## src/rtl/lsu_mem_stage_pkg.sv

```systemverilog
// Shared types and constants for the load/store memory stage.
package lsu_mem_stage_pkg;

  typedef enum logic [1:0] {
    SZ_BYTE = 2'b00,
    SZ_HALF = 2'b01,
    SZ_WORD = 2'b10,
    SZ_RSVD = 2'b11
  } size_e;

  typedef enum logic [1:0] {
    ST_IDLE = 2'b00,
    ST_WAIT = 2'b01,
    ST_DONE = 2'b10
  } state_e;

  localparam int TIMEOUT_DEFAULT = 255;

  // True when the access size cannot be served at this byte offset.
  function automatic logic is_misaligned(input logic [1:0] size, input logic [1:0] off);
    case (size_e'(size))
      SZ_HALF: return off[0];
      SZ_WORD: return off != 2'b00;
      default: return 1'b0;
    endcase
  endfunction

endpackage

```

## src/rtl/lsu_mem_stage_load_extend.sv

```systemverilog
// Picks the addressed byte/half out of a memory word and sign- or zero-extends it.
module load_extend
  import lsu_mem_stage_pkg::*;
(
  input  logic [31:0] word,
  input  logic [1:0]  off,
  input  logic [1:0]  size,
  input  logic        uns,
  output logic [31:0] result
);

  logic [7:0]  lane_b;
  logic [15:0] lane_h;

  // NOTE: every output of a combinational block gets a default first so no path leaves it unassigned (no latch).
  always_comb begin
    lane_b = word[7:0];
    case (off)
      2'd1:    lane_b = word[15:8];
      2'd2:    lane_b = word[23:16];
      2'd3:    lane_b = word[31:24];
      default: lane_b = word[7:0];
    endcase
    lane_h = off[1] ? word[31:16] : word[15:0];

    result = word;
    case (size_e'(size))
      SZ_BYTE: result = uns ? {24'h0, lane_b} : {{24{lane_b[7]}}, lane_b};
      SZ_HALF: result = uns ? {16'h0, lane_h} : {{16{lane_h[15]}}, lane_h};
      default: result = word;
    endcase
  end

endmodule

```

## src/rtl/lsu_mem_stage.sv

```systemverilog
// Load/store stage: turns the ALU address into a req/ack memory access, stalls the core
// while it is outstanding, and reports illegal accesses and memory timeouts as a fault.
module lsu_mem_stage
  import lsu_mem_stage_pkg::*;
#(
  parameter int TIMEOUT = TIMEOUT_DEFAULT
) (
  input  logic        clk,
  input  logic        rst_n,
  input  logic [31:0] addr,
  input  logic [31:0] wdata,
  input  logic        mem_rd,
  input  logic        mem_wr,
  input  logic [1:0]  size,
  input  logic        uns,
  output logic [31:0] rdata,
  output logic        stall,
  output logic        fault,
  output logic        mreq,
  output logic        mwe,
  output logic [31:0] maddr,
  output logic [3:0]  mbe,
  output logic [31:0] mwdata,
  input  logic [31:0] mrdata,
  input  logic        mack
);

  localparam int CW = $clog2(TIMEOUT + 1);

  state_e        state, state_nxt;
  logic [CW-1:0] cnt;
  logic [CW-1:0] cnt_nxt;
  logic          fault_q;
  logic          load_q;
  logic          uns_q;
  logic [1:0]    size_q;
  logic [1:0]    off_q;

  logic          request, illegal, accept, timeout_hit;
  logic [3:0]    be;
  logic [31:0]   lane_wdata;
  logic [31:0]   ext_word;

  assign request = mem_rd | mem_wr;
  assign illegal = (mem_rd & mem_wr) | (size == SZ_RSVD) | is_misaligned(size, addr[1:0]);
  assign cnt_nxt = cnt + 1'b1;

  // Store lane steering: narrow data is replicated so the memory can pick any lane via mbe.
  always_comb begin
    be         = 4'b1111;
    lane_wdata = wdata;
    case (size_e'(size))
      SZ_BYTE: begin
        be         = 4'b0001 << addr[1:0];
        lane_wdata = {4{wdata[7:0]}};
      end
      SZ_HALF: begin
        be         = addr[1] ? 4'b1100 : 4'b0011;
        lane_wdata = {2{wdata[15:0]}};
      end
      default: begin
        be         = 4'b1111;
        lane_wdata = wdata;
      end
    endcase
  end

  always_comb begin
    state_nxt   = state;
    stall       = 1'b0;
    fault       = 1'b0;
    accept      = 1'b0;
    timeout_hit = 1'b0;
    case (state)
      ST_IDLE: begin
        if (request) begin
          if (illegal) begin
            fault = 1'b1;
          end else begin
            stall     = 1'b1;
            accept    = 1'b1;
            state_nxt = ST_WAIT;
          end
        end
      end
      ST_WAIT: begin
        stall = 1'b1;
        if (mack) begin
          state_nxt = ST_DONE;
        end else if (cnt_nxt == CW'(TIMEOUT)) begin
          timeout_hit = 1'b1;
          state_nxt   = ST_DONE;
        end
      end
      ST_DONE: begin
        fault     = fault_q;
        state_nxt = ST_IDLE;
      end
      default: state_nxt = ST_IDLE;
    endcase
  end

  load_extend u_load_extend (
    .word   (mrdata),
    .off    (off_q),
    .size   (size_q),
    .uns    (uns_q),
    .result (ext_word)
  );

  // NOTE: sequential state uses non-blocking assignments so every register samples pre-edge values.
  always_ff @(posedge clk or negedge rst_n) begin
    if (!rst_n) begin
      state   <= ST_IDLE;
      cnt     <= '0;
      fault_q <= 1'b0;
      load_q  <= 1'b0;
      uns_q   <= 1'b0;
      size_q  <= 2'b00;
      off_q   <= 2'b00;
      rdata   <= '0;
      mreq    <= 1'b0;
      mwe     <= 1'b0;
      maddr   <= '0;
      mbe     <= '0;
      mwdata  <= '0;
    end else begin
      state <= state_nxt;
      if (accept) begin
        mreq    <= 1'b1;
        mwe     <= mem_wr;
        maddr   <= {addr[31:2], 2'b00};
        mbe     <= be;
        mwdata  <= lane_wdata;
        load_q  <= mem_rd;
        uns_q   <= uns;
        size_q  <= size;
        off_q   <= addr[1:0];
        cnt     <= '0;
        fault_q <= 1'b0;
      end else if (state == ST_WAIT) begin
        if (mack) begin
          mreq <= 1'b0;
          if (load_q) rdata <= ext_word;
        end else if (timeout_hit) begin
          mreq    <= 1'b0;
          fault_q <= 1'b1;
          rdata   <= '0;
        end else begin
          cnt <= cnt_nxt;
        end
      end
    end
  end

endmodule

```

## config.mk

```make
export PLATFORM = sky130hd
export DESIGN_NAME = lsu_mem_stage
export DESIGN_NICKNAME = d
export VERILOG_FILES = /design/src/rtl/lsu_mem_stage_pkg.sv /design/src/rtl/lsu_mem_stage_load_extend.sv /design/src/rtl/lsu_mem_stage.sv
export SDC_FILE = /design/constraint.sdc
export NUM_CORES = 1
export LEC_CHECK = 0
export CAP_MARGIN = 40
export CORE_ASPECT_RATIO = 0.6
export CORE_MARGIN = 2
export CORE_UTILIZATION = 30
export CTS_CLUSTER_SIZE = 25
export DETAILED_ROUTE_END_ITERATION = 12
export SLEW_MARGIN = 40
export SYNTH_ARGS = -nofsm -noshare
export SYNTH_HDL_FRONTEND = slang
export SYNTH_HIERARCHICAL = 1
export SYNTH_SLANG_ARGS = --single-unit
```

## constraint.sdc

```tcl
create_clock -name clk -period 3.8 [get_ports clk]
set_clock_uncertainty 0.05 [all_clocks]
set_input_delay 0.38 -clock clk [delete_from_list [all_inputs] [get_ports clk]]
set_output_delay 0.38 -clock clk [all_outputs]
set_load 0.02 [all_outputs]
```

# Word-level counts from Yosys, hierarchy flattened
# Index checks and enable logic that the tools add are counted.
[word_totals] regBits=117 wordCells=88
[op_classes] addsub=1 n_eq_ne=16 shifts=1 mux=39 bitwise=5 n_reduce_logical=13
[op_table] cell="32-bit two-way mux" n=5
[op_table] cell="32-bit case mux with 2 select lines" n=2
[op_table] cell="8-bit two-way mux" n=4
[op_table] cell="8-bit case mux with 3 select lines" n=1
[op_table] cell="1-bit two-way mux" n=16
[op_table] cell="16-bit two-way mux" n=1
[op_table] cell="2-bit == test (second input constant)" n=5
[op_table] cell="3-bit AND reduction" n=3
[op_table] cell="8-bit by 1-bit adder with 8-bit output (second input constant)" n=1
[op_table] cell="2-bit by 1-bit == test with 1-bit output (second input constant)" n=4
[op_table] cell="8-bit == test (second input constant)" n=1
[op_table] cell="2-bit two-way mux" n=4
[op_table] cell="4-bit case mux with 2 select lines" n=1
[op_table] cell="2-bit nonzero test" n=4
[op_table] cell="2-bit logical NOT" n=3
[op_table] cell="2-bit != test (second input constant)" n=3
[op_table] cell="1-bit case mux with 2 select lines" n=3
[op_table] cell="4-bit two-way mux" n=1
[op_table] cell="2-bit by 1-bit != test with 1-bit output (second input constant)" n=2
[op_table] cell="2-bit case mux with 2 select lines" n=1
[op_table] cell="4-bit AND reduction" n=1
[op_table] cell="1-bit by 2-bit << shifter with 4-bit output (first input constant)" n=1
[op_table] cell="3-bit != test (second input constant)" n=1
[op_table] cell="1-bit bitwise OR" n=3
[op_table] cell="4 further kinds" n=4

# Longest topological paths before layout
# Gate-level depths: netlist of the first run.
[logic_depth] word_depth=9 mapped_depth=10 mapped_depth_nobuf=7

# Cells and area by module
# The synthesis of the first run kept the hierarchy.
[modules_own_cells] module="lsu_mem_stage" n_inst=1 cells_each=399 area_each_um2=4872.2
[modules_own_cells] module="load_extend" n_inst=1 cells_each=133 area_each_um2=983.4

# Least setup slack after synthesis of the first run
# No wires, ideal clock.
[synth_timing] kind="input-to-output" start="in size[1]" end="out fault" t_arrival_ps=1773 slack_ps=1597 path_stages=6 cell_sequence="inv_1 > ha_1 > o21ai_1 > a21bo_2 > a2bb2o_1 > a221oi_1"
[synth_via] elab_chain_len=6
[synth_rtl] item="start: declaration" line_no="lsu_mem_stage.sv:14" text="input logic [1:0] size,"
[synth_rtl] item="2-bit == test (tied with other cells)" line_no="lsu_mem_stage_pkg.sv:21" text="case (size_e'(size))"
[synth_rtl] item="1-bit case mux with 2 select lines / 1-bit bitwise OR (equally long branches)" line_no="lsu_mem_stage_pkg.sv:21, lsu_mem_stage.sv:45"
[synth_rtl] item="1-bit bitwise OR (*)" line_no="lsu_mem_stage.sv:45" text="assign illegal = (mem_rd & mem_wr) | (size == SZ_RSVD) | is_misaligned(size, addr[1:0]);"
[synth_rtl] item="1-bit two-way mux (*)" line_no="lsu_mem_stage.sv:77" text="if (illegal) begin"
[synth_rtl] item="1-bit two-way mux (*)" line_no="lsu_mem_stage.sv:76" text="if (request) begin"
[synth_rtl] item="1-bit case mux with 2 select lines (*)" line_no="lsu_mem_stage.sv:74" text="case (state)"
[synth_rtl] item="end: declaration" line_no="lsu_mem_stage.sv:18" text="output logic fault,"
# Mark *: on every way between the ends. The rest lies on a longest branch, timed or not.

# Final worst setup path of the first run
[layout_timing] start="in size[0]" end="out fault"
# The elaborated chain is that of the path after synthesis.

==> summary by stage, run 1 <==
Synthesis
After synthesis, the cell types taking the most area are dfrtp_1 50%, mux2_1 7.7%, a22o_1 4.8%, nand2_1 3.2%, nor2_1 3.2%. The cell count after synthesis came out at 532. For this run, asynchronously set or reset flops after synthesis account for 100%.

The largest total area in the synthesized netlist belongs to dfrtp_1. After synthesis, the most frequently instantiated cells are 117 x dfrtp_1, 50 x nand2_1, 50 x nor2_1. The dominant synthesized flop cell is dfrtp_1. In this run, synthesis inferred 0 flip-flops with an integrated enable. Sequential cells were found to cover 50.0% of the synthesized design area. After synthesis, the netlist uses 54 different library cells. The synthesis-stage register bit count is 117. The top cell type by area accounts for 50.0% of the synthesized area. The dominant cell by count in the synthesized netlist is dfrtp_1. After synthesis the cells add up to 0.00586 sq mm.

A synthesized cell averages 11.0 sq um. The count of yosys warnings during synthesis is 6.

Final layout
The net count of the finished layout is 842. The count of non-filler cells in the finished layout is 1,010. The number of antenna repair diodes is 0. Compared with the post-synthesis result, the final layout area differs by 50.2%.

In the final layout, flip-flops and latches occupy 0.00293 sq mm. The fraction of layout instances using a drive strength above 1 is 10.3%. In the final layout, the multi-input gates occupy 0.00264 sq mm. The filler cells instantiated in the layout total 1,741.

Hold path
The cell count of the worst hold path is 2. The end point of the most critical hold path is load_q$_DFFE_PN0P_. The worst hold path begins at load_q$_DFFE_PN0P_.

The min-delay analysis places its worst path in the category reg -> reg.

STA
Based on the critical path, the design can be clocked at up to 314 MHz. The total negative setup slack is 0 ps. The final-report max-slew violation count came to 0.

The final hold violation count was 0. Measured against its own limit, the worst slew margin works out to 46.5%. The final cycle utilization of the critical path is 83.8%. Setup violations remaining at the end of the flow were counted as 0. The post-layout minimum cycle time is 3190 ps. After layout, the worst setup slack is 614 ps. Setup repair after global routing left no endpoint under its margin. At the pin with the least slew margin, the transition time is 803 ps.

Worst setup path
The reg2reg setup slack is 1390 ps. The kind of start point of the critical path is an input pin. Data on the critical path arrives at its endpoint at 2760 ps.

The capturing element type of the critical path is an output pin. In this run the critical register-to-register path is captured at rdata[10]$_DFFE_PN0P_. The largest fanout on the critical path is 4. The required time at the endpoint of the critical path is 3370 ps. The setup path with the least slack is of type in -> out. The worst reg2reg path startpoint is cnt[0]$_DFFE_PN0P_. For the worst flop-to-flop path, the logic depth is 8.

Die
Measured along the x axis, the die boundary spans 184 um. Pin placement for this block handled 208 I/O pins. For this configuration, the core starts out at a cell density of 30.7%. After floorplanning, the core was sized to cover 0.0191 sq mm. The chip height is 112 um. The floorplan step defined a die boundary enclosing 0.0207 sq mm.

The initialized floorplan defines 39 standard-cell rows.

Pwr
In this run, the clock network consumes 24.3% of the power. For this design the static power due to leakage is 3.65 nW. The power per unit of standard cell area is 835 mW/mm^2. In this run, flip-flops and latches consume 29.1% of the power. The proportion of total power due to net switching is 37.0%. Combinational cells account for 46.6% of the total power. The highest ir drop seen on vdd is 0.000395 V. For this design the total switching power over the nets is 2.71 mW. Internal power comes to 4.63 mW.

Route
After detailed routing, the total wire length is 18,300 um. The number of detailed-route iterations in the first pass is 5. The first routing iteration left 317 violations. Summing over every cut layer, the via total after detailed routing is 4,987.

After detailed routing, the number of vias per cell comes to 4.94. The remaining antenna violation count is 0. The mean routed wirelength per cell is 18.1 um.

The DRC violations left is 0.

GRT
The total routing resource utilization after global routing is 18.0%. The total global routing overflow is 0. The number of global-route vias before repair was 5,077.

Entering global routing, the biggest net connects 71 pins. The initial antenna violation count is 0. The wire length of the first global-routing pass is 28,800 um.

Clock network
The TritonCTS clock tree is built. The TritonCTS buffer count is 17. In this run the deepest clock path goes through 2 buffers. The clock transition at the registers of the reported paths is 50 ps. CTS placed an instance of clkbuf_16 at the clock tree root.

Counting every sink on the clock net gives 117. In this run the number of H-tree levels came out at 4. The clock reaches the later pin of the worst-skew pair after 410 ps.

The post-cts sizing count is 0.

Outcome
The run finished with clean final reports.

Placement
The congestion estimate from routability-driven global placement came to 0.849. The post-DP HPWL is 13,300 um. The cell count after placement is 977. The post-placement setup slack is 656 ps. Buffers placed on the I/O ports in this run total 205.

Run
The number of maximum-capacitance violations is 0.
## worst max-delay path, cell delays in order
cell	delay [ps]
clkdlybuf4s50_1	530
inv_1	100
ha_1	280
a21bo_2	260
a2bb2o_1	260
a221oi_1	270
clkdlybuf4s50_1	670
## through the flow
stage	area [sq um]	hold slack (ps)	power (mW)	utilization, %
after detailed placement	8120	379	5.55	42.5
after floorplan	5860	34.4	4.00	-
final	8790	429	7.34	46.1
after global routing	8790	449	7.74	46.1
after global placement	8110	408	5.50	42.5
after CTS	8770	436	7.38	46.0
## area by class of cell
cell class	instances	area share, %
Tap cell	266	3.78
Sequential cell	117	33.3
Inverter	10	0.427
Multi-Input combinational cell	362	30.0
Timing Repair Buffer	224	25.1
Clock inverter	9	1.98
Clock buffer	22	5.39
## timing repair
| action | in CTS | in global routing |
|---|---|---|
| setup buffers | 0 | 0 |
| endpoints found under the hold margin | 64 | 0 |
| hold buffers | 1 | 0 |
## cell usage in the layout (no fill, tap or decap), types with 3 or more instances in the layout
| cell | netlist | routed |
|---|---|---|
| o221ai_1 | 8 | 8 |
| o22ai_1 | 8 | 8 |
| clkinv_2 | 0 | 3 |
| a211oi_1 | 7 | 7 |
| nand2b_1 | 3 | 3 |
| nand4_1 | 3 | 3 |
| mux2_1 | 40 | 40 |
| nand2_1 | 50 | 50 |
| clkdlybuf4s50_1 | 0 | 204 |
| a22o_1 | 32 | 32 |
| buf_4 | 3 | 17 |
| clkbuf_8 | 0 | 3 |
| nor2b_1 | 19 | 19 |
| mux4_2 | 7 | 7 |
| clkbuf_16 | 0 | 17 |
| a21oi_1 | 30 | 30 |
| a22oi_1 | 8 | 8 |
| o211ai_2 | 10 | 10 |
| o21ai_1 | 8 | 8 |
| ha_1 | 6 | 6 |
| inv_1 | 10 | 10 |
| mux2i_1 | 10 | 10 |
| a221oi_1 | 9 | 9 |
| or3_1 | 5 | 5 |
| nor2_1 | 50 | 50 |
| a31oi_1 | 8 | 8 |
| o211ai_1 | 8 | 8 |
| dfrtp_1 | 117 | 117 |
| bufinv_16 | 0 | 5 |
## power by group through the flow
stage	clock network [mW]	logic, mW	registers, mW
after global placement	0	3.38	2.12
final	1.78	3.42	2.14
after detailed placement	0	3.41	2.14
after CTS	1.82	3.43	2.14
after floorplan	0	1.32	2.68
after global routing	1.89	3.65	2.20
## flip-flops by register name, summed over array words and instances, names as in the netlist
name / count
mbe: 4
cnt: 8
mwe: 1
mwdata: 32
maddr: 30
size_q: 2
uns_q: 1
rdata: 32
state: 2
mreq: 1
off_q: 2
fault_q: 1
load_q: 1
## cell families (layout without fill, tap and decap cells)
family | Yosys count | count (layout) | share of synthesized area [%]
adders and majority gates | 6 | 6 | 1.28
DFF | 117 | 117 | 50.0
xor gates and xnor gates | 3 | 3 | 0.449
buffers and inverters | 54 | 265 | 5.06
muxes | 59 | 59 | 12.5
and+or+nand+nor | 146 | 146 | 11.6
AOI/OAI and AO/OA | 146 | 146 | 19.1
other | 1 | 2 | 0.0640
## worst max path at each step
stage | from | end | depth (start not counted)
floorplan | size[1] | fault | 6
global placement | size[0] | fault | 7
detailed placement | size[0] | fault | 7
CTS | size[0] | fault | 7
global route | size[0] | fault | 7
finish | size[0] | fault | 7
## routing by layer
layer / share of wire, % / track usage, %
met5: 0 / 0
met4: 1.6 / 5.97
met3: 6.9 / 5.45
met2: 41 / 25.1
met1: 50 / 26.4
No activity file was read; power rests on OpenSTA's default activity.
==> run 2, diff against run 1 <==
- clock period: 3.8 -> 3.1 ns (I/O delays scaled with it)
==> summary by stage, run 2 (synthesized netlist as in run 1, its figures left out) <==
Worst setup path
The worst reg2reg path startpoint is off_q[0]$_DFFE_PN0P_. The worst setup path is launched from an input pin. The capturing element type of the critical path is an output pin.

The buffering stage count on the worst path with inverters included is 3. The worst setup path is of the in -> out kind. The signal on the critical path passes through clkdlybuf4s50_1, inv_1, ha_1, a21bo_2, a2bb2o_1, a221oi_1, dlymetal6s2s_1.

For this design, the slowest cell found on the critical path is clkdlybuf4s50_1. For the worst setup path, the data arrival time is 2270 ps. The kind of cell adding the most delay to the critical path is buffers and inverters.

Data on the critical path is required at its endpoint by 2740 ps. The largest fanout on the critical path is 4. On the worst path, the slowest cell contributes a delay of 510 ps. The source of the critical timing path is size[0].

GRT
The total routing resource utilization after global routing is 17.9%. The number of global-route vias before repair was 5,017. The first global-routing pass estimated 28,400 um of wire. The maximum number of pins on one net before global-route repair is 52.

The initial antenna violation count is 0. The total global routing overflow is 0.

Final layout
The layout has 1,725 filler cells. Leaving out fill and tap cells, the most frequent cells in the layout are 203 x clkdlybuf4s50_1, 117 x dfrtp_1, 50 x nand2_1, 50 x nor2_1, 40 x mux2_1. With fillers left out, the area of the finished cells amounts to 0.00878 sq mm.

The area added between synthesis and finish is 49.9%. Measured on the finished design, the core utilization comes to 46.0%. The number of nets at the end of the flow is 844. Of the cells placed in the final design, the portion with a size suffix greater than 1 is 10.6%. After the flow finishes, the layout carries non-filler instances totaling 1,013. Leaving out fill and tap cells, the most frequent cell in the layout is clkdlybuf4s50_1. The largest registers in the layout are mwdata (32), rdata (32), maddr (30).

STA
For the pin with the worst max-slew slack, the measured transition is 765 ps. The final cycle utilization of the critical path is 84.9%. The total negative setup slack is 0 ps. Derived from the worst setup path, the maximum achievable clock frequency is 380 MHz. The final-report max-slew violation count is 0. The worst pin sits at a relative slew slack of 49.0%. The number of setup violations in the final report is 0. The worst hold margin is 338 ps.

The clock period could shrink to 2630 ps. Setup repair after global routing left no endpoint under its margin. The final hold violation count was 0.

Hold path
The type of the most critical hold path is in -> async.

Run
The number of maximum-capacitance violations is 0.

Placement
The area of placed instances is 0.00816 sq mm. The cell count after placement is 980. Buffers placed on the I/O ports in this run total 205.

The post-DP HPWL is 13,400 um. The final weighted congestion in routability-driven placement is 0.828.

Die
The cell row count is 39. The total area inside the core boundary comes to 0.0191 sq mm. The effective utilization at floorplan is 30.7%. The chip height is 112 um. The die is 184 um wide. The area enclosed by the die boundary is 0.0207 sq mm.

For this design the top-level I/O count stands at 208.

Route
The remaining antenna violation count is 0. The via count is 5,050. In the routed design, unresolved DRC markers number 0. In the final routed layout, each cell accounts on average for 18.1 um. Before antenna repair, the detailed router went through 5 iterations. The via density per instance is 4.99. The iteration-0 DRC count of the detailed router is 326. After detailed routing, the total wire length is 18,300 um.

Clock network
The H-tree generated during clock tree synthesis spans 4 levels. The total setup buffers inserted after CTS is 0. The buffer type at the clock tree root is clkbuf_16. Counting the buffers created by CTS gives 17.

The count of clock tree sinks is 117. The clock reaches the later pin of the worst-skew pair after 410 ps. After clock tree synthesis, the clock-pin slew on the worst setup and hold paths is 50 ps. The clock passes through at most 2 buffers. TritonCTS built the clock tree.

Pwr
The highest ir drop seen on vdd is 0.000496 V. The power per unit of standard cell area is 1010 mW/mm^2. The static power due to leakage is 3.65 nW.

Outcome
The run finished with clean final reports.
==> run 2: cell type report <==
type / instances / area, sq um / area share (%)
clock buffers: 20 / 447 / 5.09
diodes: 1 / 2.50 / 0.0285
flip-flops and latches: 117 / 2930 / 33.3
repair buffers: 226 / 2240 / 25.5
well taps: 266 / 333 / 3.79
clock inverters: 11 / 158 / 1.80
inverters: 10 / 37.5 / 0.428
multi-input cells: 362 / 2640 / 30.0
==> run 2: power by group <==
part	switching, mW	internal, mW	total (mW)
clock	0.704	1.35	2.06
sequential	0.431	2.19	2.62
combinational	2.20	2.00	4.20
total	3.33	5.54	8.88
==> run 2: worst paths after layout <==
| kind | to | slack [ps] | depth (start not counted) |
|---|---|---|---|
| worst max-delay path | fault | 470 | 7 |
| min in group clk | load_q$_DFFE_PN0P_ | 420 | 2 |
| worst min-delay path | maddr[7]$_DFFE_PN0P_ | 340 | 2 |
| worst max register to register | rdata[16]$_DFFE_PN0P_ | 490 | 5 |
| worst min register to register | load_q$_DFFE_PN0P_ | 420 | 2 |
| max in group asynchronous | mwdata[24]$_DFFE_PN0P_ | 1830 | 3 |
==> run 2: what timing repair did <==
| item | CTS | global route |
|---|---|---|
| hold endpoints to repair | 31 | 0 |
| hold buffers | 1 | 0 |
| setup endpoints to repair | 0 | 1 |
| gates resized for setup | 0 | 1 |
==> run 2: per-stage QoR <==
stage,total power [mW],setup slack (ps)
after floorplan,4.91,979
after CTS,8.95,66.3
after detailed placement,6.84,69.1
final,8.88,467
after global placement,6.76,121
after global routing,9.37,369
==> run 2: metal layers <==
metal	share of wire, %	vias up	wire [um]	global-route usage, %
li1	-	2344	-	-
met1	48	2497	8860	25.6
met2	42	188	7650	25.4
met3	8.7	21	1580	6.68
met4	1.1	0	209	4.43
met5	0	-	0	0
